## src/rtl/fifo_stream_pkg.sv

```systemverilog
// Shared types and helpers for the FIFO read streamer.
// Contents: FSM state enum, default data width, and a pointer-wrap
// increment used by the circular output buffer.
package fifo_stream_pkg;

  typedef enum logic [1:0] {
    IDLE  = 2'd0,
    RUN   = 2'd1,
    DRAIN = 2'd2
  } state_t;

  localparam int DATA_W_DEF = 8;

  // Next pointer value for a circular buffer of 'depth' entries.
  function automatic int unsigned ptr_wrap_inc(input int unsigned ptr,
                                               input int unsigned depth);
    return (ptr + 1 >= depth) ? 0 : ptr + 1;
  endfunction

endpackage

```

## src/rtl/stream_out_buf.sv

```systemverilog
// Circular output buffer feeding a valid/ready stream.
// Ports:
//   i_clk, i_rst   clock, async active-high reset
//   i_flush        drop all entries (wins over push/pop)
//   i_push/i_data  write i_data at tail
//   i_pop          consume entry at head (ignored when empty)
//   o_count        occupied entries
//   o_valid        o_count != 0
//   o_data         entry at head
module stream_out_buf import fifo_stream_pkg::*; #(
  parameter int DATA_W    = DATA_W_DEF,
  parameter int BUF_DEPTH = 4
) (
  input  logic                             i_clk,
  input  logic                             i_rst,
  input  logic                             i_flush,
  input  logic                             i_push,
  input  logic [DATA_W-1:0]                i_data,
  input  logic                             i_pop,
  output logic [$clog2(BUF_DEPTH+1)-1:0]   o_count,
  output logic                             o_valid,
  output logic [DATA_W-1:0]                o_data
);

  localparam int PTR_W = (BUF_DEPTH > 1) ? $clog2(BUF_DEPTH) : 1;
  localparam int CNT_W = $clog2(BUF_DEPTH+1);

  logic [DATA_W-1:0] r_mem [BUF_DEPTH];
  logic [PTR_W-1:0]  r_head, r_tail;
  logic [CNT_W-1:0]  r_count;
  logic              w_pop;

  assign w_pop   = i_pop && (r_count != '0);
  assign o_count = r_count;
  assign o_valid = (r_count != '0);
  assign o_data  = r_mem[r_head];

  always_ff @(posedge i_clk or posedge i_rst) begin
    if (i_rst) begin
      r_head  <= '0;
      r_tail  <= '0;
      r_count <= '0;
      // Cleared so the stream data output reads zero out of reset.
      for (int i = 0; i < BUF_DEPTH; i++) r_mem[i] <= '0;
    end else if (i_flush) begin
      r_head  <= '0;
      r_tail  <= '0;
      r_count <= '0;
    end else begin
      if (i_push) begin
        r_mem[r_tail] <= i_data;
        r_tail        <= PTR_W'(ptr_wrap_inc(32'(r_tail), BUF_DEPTH));
      end
      if (w_pop)
        r_head <= PTR_W'(ptr_wrap_inc(32'(r_head), BUF_DEPTH));
      case ({i_push, w_pop})
        2'b10:   r_count <= r_count + CNT_W'(1);
        2'b01:   r_count <= r_count - CNT_W'(1);
        default: r_count <= r_count;
      endcase
    end
  end

  // Upstream credit accounting must make a push into a full buffer impossible.
  assert property (@(posedge i_clk) disable iff (i_rst)
    !(i_push && !w_pop && !i_flush && (r_count == CNT_W'(BUF_DEPTH))));

endmodule

```

## src/rtl/fifo_read_streamer.sv

```systemverilog
// Read-side master for an 8-bit style FIFO port set. Issues reads while
// buffer credits allow, absorbs the FIFO read latency with a valid shift
// register and presents the words as a valid/ready stream, in FIFO order.
// Ports:
//   clk, rst          clock, async active-high reset
//   en                1 = fetch, 0 = stop fetching and drain
//   flush             pulse: discard buffered and in-flight words
//   empty             FIFO empty flag (registered in the FIFO)
//   rd_cs, rd_en      FIFO read strobes
//   data_out          FIFO read data, valid RD_LAT cycles after a read
//   m_valid/m_ready/m_data  output stream
//   busy              state != IDLE
//   word_cnt          delivered words, wraps
module fifo_read_streamer import fifo_stream_pkg::*; #(
  parameter int DATA_W    = DATA_W_DEF,
  parameter int RD_LAT    = 1,
  parameter int BUF_DEPTH = 4,
  parameter int CNT_W     = 16
) (
  input  logic              clk,
  input  logic              rst,
  input  logic              en,
  input  logic              flush,
  input  logic              empty,
  output logic              rd_cs,
  output logic              rd_en,
  input  logic [DATA_W-1:0] data_out,
  output logic              m_valid,
  input  logic              m_ready,
  output logic [DATA_W-1:0] m_data,
  output logic              busy,
  output logic [CNT_W-1:0]  word_cnt
);

  localparam int BCNT_W = $clog2(BUF_DEPTH+1);

  state_t            r_state, w_state_nxt;
  logic [RD_LAT-1:0] r_vld_pipe;
  logic [CNT_W-1:0]  r_word_cnt;
  logic [BCNT_W-1:0] w_count;
  int unsigned       w_inflight;
  logic              w_issue, w_push, w_pop;

  always_comb begin
    w_inflight = 0;
    for (int i = 0; i < RD_LAT; i++) w_inflight += 32'(r_vld_pipe[i]);
  end

  // Credits count both buffered and in-flight words, so a read is only
  // issued when its data is guaranteed a slot. Depends on registered
  // state only: m_ready has no path to rd_en.
  assign w_issue = (r_state == RUN) && !empty && !flush &&
                   ((32'(w_count) + w_inflight) < 32'(BUF_DEPTH));
  assign rd_cs   = w_issue;
  assign rd_en   = w_issue;

  assign w_push  = r_vld_pipe[RD_LAT-1];
  assign w_pop   = m_valid && m_ready;

  always_ff @(posedge clk or posedge rst) begin
    if (rst)        r_vld_pipe <= '0;
    else if (flush) r_vld_pipe <= '0;
    // Concatenate-and-truncate shift works for RD_LAT == 1 as well.
    else            r_vld_pipe <= RD_LAT'({r_vld_pipe, w_issue});
  end

  always_ff @(posedge clk or posedge rst) begin
    if (rst) r_state <= IDLE;
    else     r_state <= w_state_nxt;
  end

  always_comb begin
    w_state_nxt = r_state;
    if (flush) w_state_nxt = IDLE;
    else begin
      case (r_state)
        IDLE:    if (en) w_state_nxt = RUN;
        RUN:     if (!en) w_state_nxt = DRAIN;
        DRAIN:   if (en) w_state_nxt = RUN;
                 else if (w_inflight == 0 && w_count == '0) w_state_nxt = IDLE;
        default: w_state_nxt = IDLE;
      endcase
    end
  end

  always_ff @(posedge clk or posedge rst) begin
    if (rst)        r_word_cnt <= '0;
    else if (w_pop) r_word_cnt <= r_word_cnt + CNT_W'(1);
  end

  assign busy     = (r_state != IDLE);
  assign word_cnt = r_word_cnt;

  stream_out_buf #(
    .DATA_W    (DATA_W),
    .BUF_DEPTH (BUF_DEPTH)
  ) u_buf (
    .i_clk   (clk),
    .i_rst   (rst),
    .i_flush (flush),
    .i_push  (w_push),
    .i_data  (data_out),
    .i_pop   (w_pop),
    .o_count (w_count),
    .o_valid (m_valid),
    .o_data  (m_data)
  );

endmodule

```

## config.mk

```make
export PLATFORM = sky130hd
export DESIGN_NAME = fifo_read_streamer
export DESIGN_NICKNAME = d
export VERILOG_FILES = /design/src/rtl/fifo_stream_pkg.sv /design/src/rtl/stream_out_buf.sv /design/src/rtl/fifo_read_streamer.sv
export SDC_FILE = /design/constraint.sdc
export NUM_CORES = 1
export LEC_CHECK = 0
export ABC_AREA = 1
export CAP_MARGIN = 20
export CORE_ASPECT_RATIO = 1.4
export CORE_UTILIZATION = 30
export CTS_CLUSTER_SIZE = 30
export DETAILED_ROUTE_END_ITERATION = 7
export DONT_BUFFER_PORTS = 1
export SLEW_MARGIN = 5
export SYNTH_ARGS = -nofsm -noshare
export SYNTH_HDL_FRONTEND = slang
export SYNTH_SLANG_ARGS = --single-unit
```

## constraint.sdc

```tcl
create_clock -name clk -period 2.6 [get_ports clk]
set_input_delay 0.26 -clock clk [delete_from_list [all_inputs] [get_ports clk]]
set_output_delay 0.26 -clock clk [all_outputs]
set_load 0.02 [all_outputs]
```

-- After elaboration in Yosys (flattened, before gate mapping)
Cells that the tools add are included.
- input port bits: 14
- logic and storage cells: 72
- output and inout port bits: 28
- register bits: 58
- $lt $le $gt $ge: 6
- $add $sub $neg: 6
- reductions and logical operators: 19
- muxes and demuxes: 21
- equal/unequal tests: 7
- bitwise operators: 3
- operators by type and width (operator ; number):
    $bwmux 32 ; 1
    $logic_not 32->1 ; 1
    $mux 8 ; 3
    $mux 2 ; 11
    $add 16x1->16 const B ; 1
    $bmux 8 s2 ; 1
    $demux 8 s2 ; 1
    $ge 3x3->1 const B ; 4
    $logic_and 1x1->1 ; 7
    $add 2x1->3 const B ; 2
    $ne 3x3->1 const B ; 2
    $not 2->3 ; 2
    $pmux 2 s3 ; 1
    $pmux 3 s2 ; 1
    $reduce_bool 2->1 ; 3
    $reduce_bool 3->1 ; 2
    $add 3x1->4 ; 1
    $eq 2x1->1 const B ; 2
    $eq 2x2->1 const B ; 2
    $lt 4x3->1 const B ; 1
    $ne 4x4->1 const B ; 1
    $add 3x1->3 const B ; 1
    $logic_not 3->1 ; 1
    $lt 3x1->1 const B ; 1
    8 further kinds ; 9

-- Depth between registers and ports, before layout
- depth after elaboration: 6
- gate-level depth with buffers: 9
- depth with buffers taken out: 9

-- Modules after synthesis
A second synthesis with hierarchy kept.
- cells, all modules: 330
- area total of the unflattened synthesis: 2974.1 sq um
- by module, submodules not included (module ; instances ; sequential area each (sq um) ; area each (sq um) ; cells each):
    stream_out_buf ; 1 ; 975.9 ; 1955.6 ; 213
    fifo_read_streamer ; 1 ; 475.5 ; 1018.5 ; 117

-- Worst setup path after synthesis
Ideal clock, no wire load.
- kind: input to output
- start point: in flush
- end point: out rd_en
- path slack: 696 ps
- data arrival time: 1644 ps
- data required time: 2340 ps
- cell stages on the path: 5
- buffers on the path: 2
- cells stage by stage: buf_2 inv_2 nand3_1 nor4_1 buf_4
- word-level cells in the longest chain between the ends: 3
- ends and longest elaborated chain (item ; line ; source):
    start: declaration ; fifo_read_streamer.sv:23 ; input logic flush,
    $logic_not 1->1 ; fifo_read_streamer.sv:52 ; assign w_issue = (r_state == RUN) && !empty && !flush &&
    $logic_and 1x1->1 (2 in series) ; fifo_read_streamer.sv:52 ;
    end: declaration ; fifo_read_streamer.sv:26 ; output logic rd_en,
No other way between the ends.

-- Final worst setup path
- start point: reg u_buf.r_head[1]
- end point: out m_data[5]
- word-level cells in the longest chain between the ends: 4
- ends and longest elaborated chain (item ; line ; source):
    start: declaration ; stream_out_buf.sv:29 ; logic [PTR_W-1:0] r_head, r_tail;
    start signal: assignment ; stream_out_buf.sv:55 ; r_head <= PTR_W'(ptr_wrap_inc(32'(r_head), BUF_DEPTH));
    $not 2->3 (not written as such) ; stream_out_buf.sv:36 ; assign o_data = r_mem[r_head];
    $bmux 8 s2 ; stream_out_buf.sv:36 ;
    $mux 8 (not written as such) (2 in series) ; stream_out_buf.sv:36 ;
    end: declaration ; fifo_read_streamer.sv:30 ; output logic [DATA_W-1:0] m_data,
No other way between the ends. The select of a mux whose other input is x is not followed.

==> results.sh <==
export IMPL_synth_largest_area_cell="sky130_fd_sc_hd__dfrtp_1"
export IMPL_relSlewSlack_pct=51.1
export IMPL_netlist_cell_type_count=32
export IMPL_p_int_mw=1.81
export IMPL_use_met2_pct=22.8
export IMPL_syn_mean_instance_area_sq_um=8.23
export IMPL_finalInstanceArea_sq_um=3330
export IMPL_port_buffer_count=0
export IMPL_min_delay_path_class="primary input to asynchronous set/reset pin"
export IMPL_max_cap_viol_count=0
export IMPL_grt_pass1_vias=2290
export IMPL_status="completed"
export IMPL_syn_area_sq_um=2920
export IMPL_globalRouteMet1Util_pct=17.3
export IMPL_num_nets_final=382
export IMPL_r2r_end="u_buf.o_count[2]"
export IMPL_hold_viol_final=0
export IMPL_first_pass_iters=6
export IMPL_ys_ff_latch=58
export IMPL_clkSinkCount=58
export IMPL_critical_path_slowest_cell="sky130_fd_sc_hd__dfrtp_1"
export IMPL_grt_ovfl_total=0
export IMPL_grt_pass1_wl_um=11100
export IMPL_layout_commonest_cell="sky130_fd_sc_hd__nand2_1"
export IMPL_tritoncts_num_buffers=9
export IMPL_multi_input_area_sq_um=1290
export IMPL_placeableCoreArea_sq_um=9460
export IMPL_dominantRegCellSynth="sky130_fd_sc_hd__dfrtp_1"
export IMPL_synth_edff_count=0
export IMPL_postCtsSetupBuffers=0
export IMPL_pwr_density_cell_nw_per_um2=779
export IMPL_fin_tns_setup_ps=0
export IMPL_layout_area_overhead_vs_synth_pct=14.0
export IMPL_largest_net_degree_at_the_start_of_global_routing=59
export IMPL_power_switching_uw=784
export IMPL_grtUsageMet3_pct=3.70
export IMPL_pwr_share_comb_pct=13.5
export IMPL_most_frequent_cells_in_the_layout="sky130_fd_sc_hd__nand2_1 (100), sky130_fd_sc_hd__dfrtp_1 (58), sky130_fd_sc_hd__o21ai_1 (42)"
export IMPL_drt_antenna_violating_nets=0
export IMPL_ys_top_cells_by_area="sky130_fd_sc_hd__dfrtp_1 (50%), sky130_fd_sc_hd__nand2_1 (13%), sky130_fd_sc_hd__o21ai_1 (7.2%)"
export IMPL_worst_setup_hold_path_clk_slew_ps=50
export IMPL_grt_antenna_before_repair=0
export IMPL_crit_family="compound AO/OA/AOI/OAI gates"
export IMPL_tritoncts="done"
export IMPL_grt_most_used_layer="met2"
export IMPL_worst_slew_pin_slew_ps=733
export IMPL_path_class="flip-flop to output pin"
export IMPL_num_fill_cells=982
export IMPL_grt_usage_pct=14.1
export IMPL_final_setup_viol_count=0
export IMPL_drt_wl_total_um=6380
export IMPL_total_power_mw=2.60
export IMPL_rsz0062_at_grt="no"
export IMPL_ys_seq_area_share_pct=49.7
export IMPL_layout_area_seq_sq_um=1450
export IMPL_worstSkewPairLatency_ps=320
export IMPL_worstPathBufferInverterCount=1
export IMPL_ir_worst_vdd_v=0.000331
export IMPL_arrival_ps=1700
export IMPL_synthesis_yosys_warnings=0
export IMPL_cts_max_level=3
export IMPL_detailed_place_hpwl_um=4430
export IMPL_postPlaceCellArea_sq_um=3030
export IMPL_slew_viol_final=0
export IMPL_synthDominantCellAreaShare_pct=49.7
export IMPL_synthesis_instances=355
export IMPL_finalHoldWorstSlack_ps=27.9
export IMPL_viasPerCell=4.96
export IMPL_crit_reg2reg_launch="u_buf.o_count[2]"
export IMPL_fp_row_count=42
export IMPL_reg2reg_slack_ps=760
export IMPL_sequence_of_cells_on_the_critical_path="inv_1, o21ai_1, o22ai_1"
export IMPL_post_cts_resized_instances=0
export IMPL_dieArea_sq_um=10100
export IMPL_setup_worst_path_start_class="flip-flop"
export IMPL_power_share_sequential_pct=44.8
export IMPL_pwr_share_clk_pct=41.7
export IMPL_power_static_leakage_nw=1.56
export IMPL_share_of_post_route_cells_with_drive_strength_above_1_pct=11.5
export IMPL_die_height_um=119
export IMPL_ios=42
export IMPL_die_width_um=85.4
export IMPL_initial_utilization_pct=30.9
export IMPL_routedWlPerCell_um=13.5
export IMPL_async_reset_ff_share_pct=100
export IMPL_finalCoreUtilization_pct=35.2
export IMPL_root_buffer_master="sky130_fd_sc_hd__clkbuf_16"
export IMPL_period_minus_ws_final_ps=1960
export IMPL_cp_max_fo=10
export IMPL_antennaDiodeCount=0
export IMPL_clock_tree_buffer_depth=2
export IMPL_final_replace_weighted_congestion=0.783
export IMPL_cpPeakStageDelay_ps=490
export IMPL_power_share_switching_pct=30.2
export IMPL_cp_data_required_time_ps=2340
export IMPL_fmax_ghz=0.511
export IMPL_skew_ps=6.27
export IMPL_timing_critical_path_to_type="output pin"
export IMPL_drt_first_iter_violations=94
export IMPL_timing_reg2reg_worst_path_depth=9
export IMPL_drt_drc_violations_left=0
export IMPL_synth_fp_nets=376
export IMPL_via_count=2353
export IMPL_final_min_period_over_clock_period_pct=75.2
state kept, by name, indices dropped and copies added, names as in the netlist:
name and flops:
r_state 2, r_vld_pipe 1, u_buf.o_count 3, u_buf.r_head 2, u_buf.r_mem 32, u_buf.r_tail 2, word_cnt 16
layer usage:
layer / routed length, um / share of wire, % / vias to the layer above
met3: 341 / 5.3 / 11
met5: 0 / 0 / -
met2: 3100 / 49 / 65
li1: - / - / 1169
met1: 2810 / 44 / 1108
met4: 125 / 2.0 / 0
cell type report:
cell class	instances	area share, %
clock buffers	12	8.00
well taps	110	4.13
clock inverters	2	0.375
flip-flops and latches	58	43.5
inverters	35	3.94
multi-input cells	252	38.7
repair buffers	5	1.28
how the worst max path moves through the flow:
| stage | startpoint | end | slack (ps) | cells after the start |
|---|---|---|---|---|
| global route | u_buf.r_head[0] | m_data[5] | 490 | 3 |
| global placement | u_buf.o_count[2] | u_buf.o_count[2] | 810 | 9 |
| finish | u_buf.r_head[1] | m_data[5] | 640 | 3 |
| CTS | u_buf.r_head[1] | m_data[6] | 600 | 3 |
| floorplan | flush | rd_en | 700 | 5 |
| detailed placement | u_buf.o_count[2] | u_buf.o_count[2] | 760 | 9 |
metrics by stage:
stage,cells,worst slack (ps)
2_1_floorplan,355,696
3_3_place_gp,458,810
3_5_place_dp,458,762
4_1_cts,474,599
5_1_grt,474,493
6_report,474,644
cell families after synthesis:
group / Yosys count / share of synthesized area, %
simple gates: 168 / 25.7
compound gates: 69 / 12.6
flops: 58 / 49.7
buf+inv: 45 / 6.38
xor+xnor: 8 / 2.40
fa+ha+maj: 7 / 3.25
worst register-to-register path, stage by stage, from the launching register on:
cell and delay [ps]:
sky130_fd_sc_hd__dfrtp_1 440, sky130_fd_sc_hd__nor2_2 170, sky130_fd_sc_hd__nand2_4 130, sky130_fd_sc_hd__nand3_2 130
sky130_fd_sc_hd__inv_1 70, sky130_fd_sc_hd__fa_1 380, sky130_fd_sc_hd__xnor2_1 150, sky130_fd_sc_hd__xor2_1 160
sky130_fd_sc_hd__nand2_1 60, sky130_fd_sc_hd__nand2_1 50
power groups by stage:
stage / registers, mW / logic [mW] / clock network (mW)
CTS: 1.16 / 0.361 / 1.11
finish: 1.16 / 0.351 / 1.08
global placement: 1.17 / 0.348 / 0
floorplan: 1.14 / 0.303 / 0
detailed placement: 1.18 / 0.355 / 0
global route: 1.18 / 0.413 / 1.15
synthesized netlist by cell type (2+ instances only):
library cell,instances
sky130_fd_sc_hd__nand3_1,8
sky130_fd_sc_hd__buf_2,8
sky130_fd_sc_hd__o22ai_1,8
sky130_fd_sc_hd__xor2_1,3
sky130_fd_sc_hd__nor2_1,32
sky130_fd_sc_hd__o21ai_1,42
sky130_fd_sc_hd__dfrtp_1,58
sky130_fd_sc_hd__nor2_2,3
sky130_fd_sc_hd__inv_2,6
sky130_fd_sc_hd__inv_1,29
sky130_fd_sc_hd__ha_1,6
sky130_fd_sc_hd__nand2_2,6
sky130_fd_sc_hd__o21ai_0,15
sky130_fd_sc_hd__buf_4,2
sky130_fd_sc_hd__xnor2_1,5
sky130_fd_sc_hd__nor3_1,3
sky130_fd_sc_hd__nand4_1,6
sky130_fd_sc_hd__nor4_1,2
sky130_fd_sc_hd__nand2_1,100
timing repair:
item                       in CTS  in global routing
hold endpoints to repair        2                  0
hold buffers                    2                  0
setup endpoints to repair       0                  0
No activity file was read; power rests on OpenSTA's default activity.
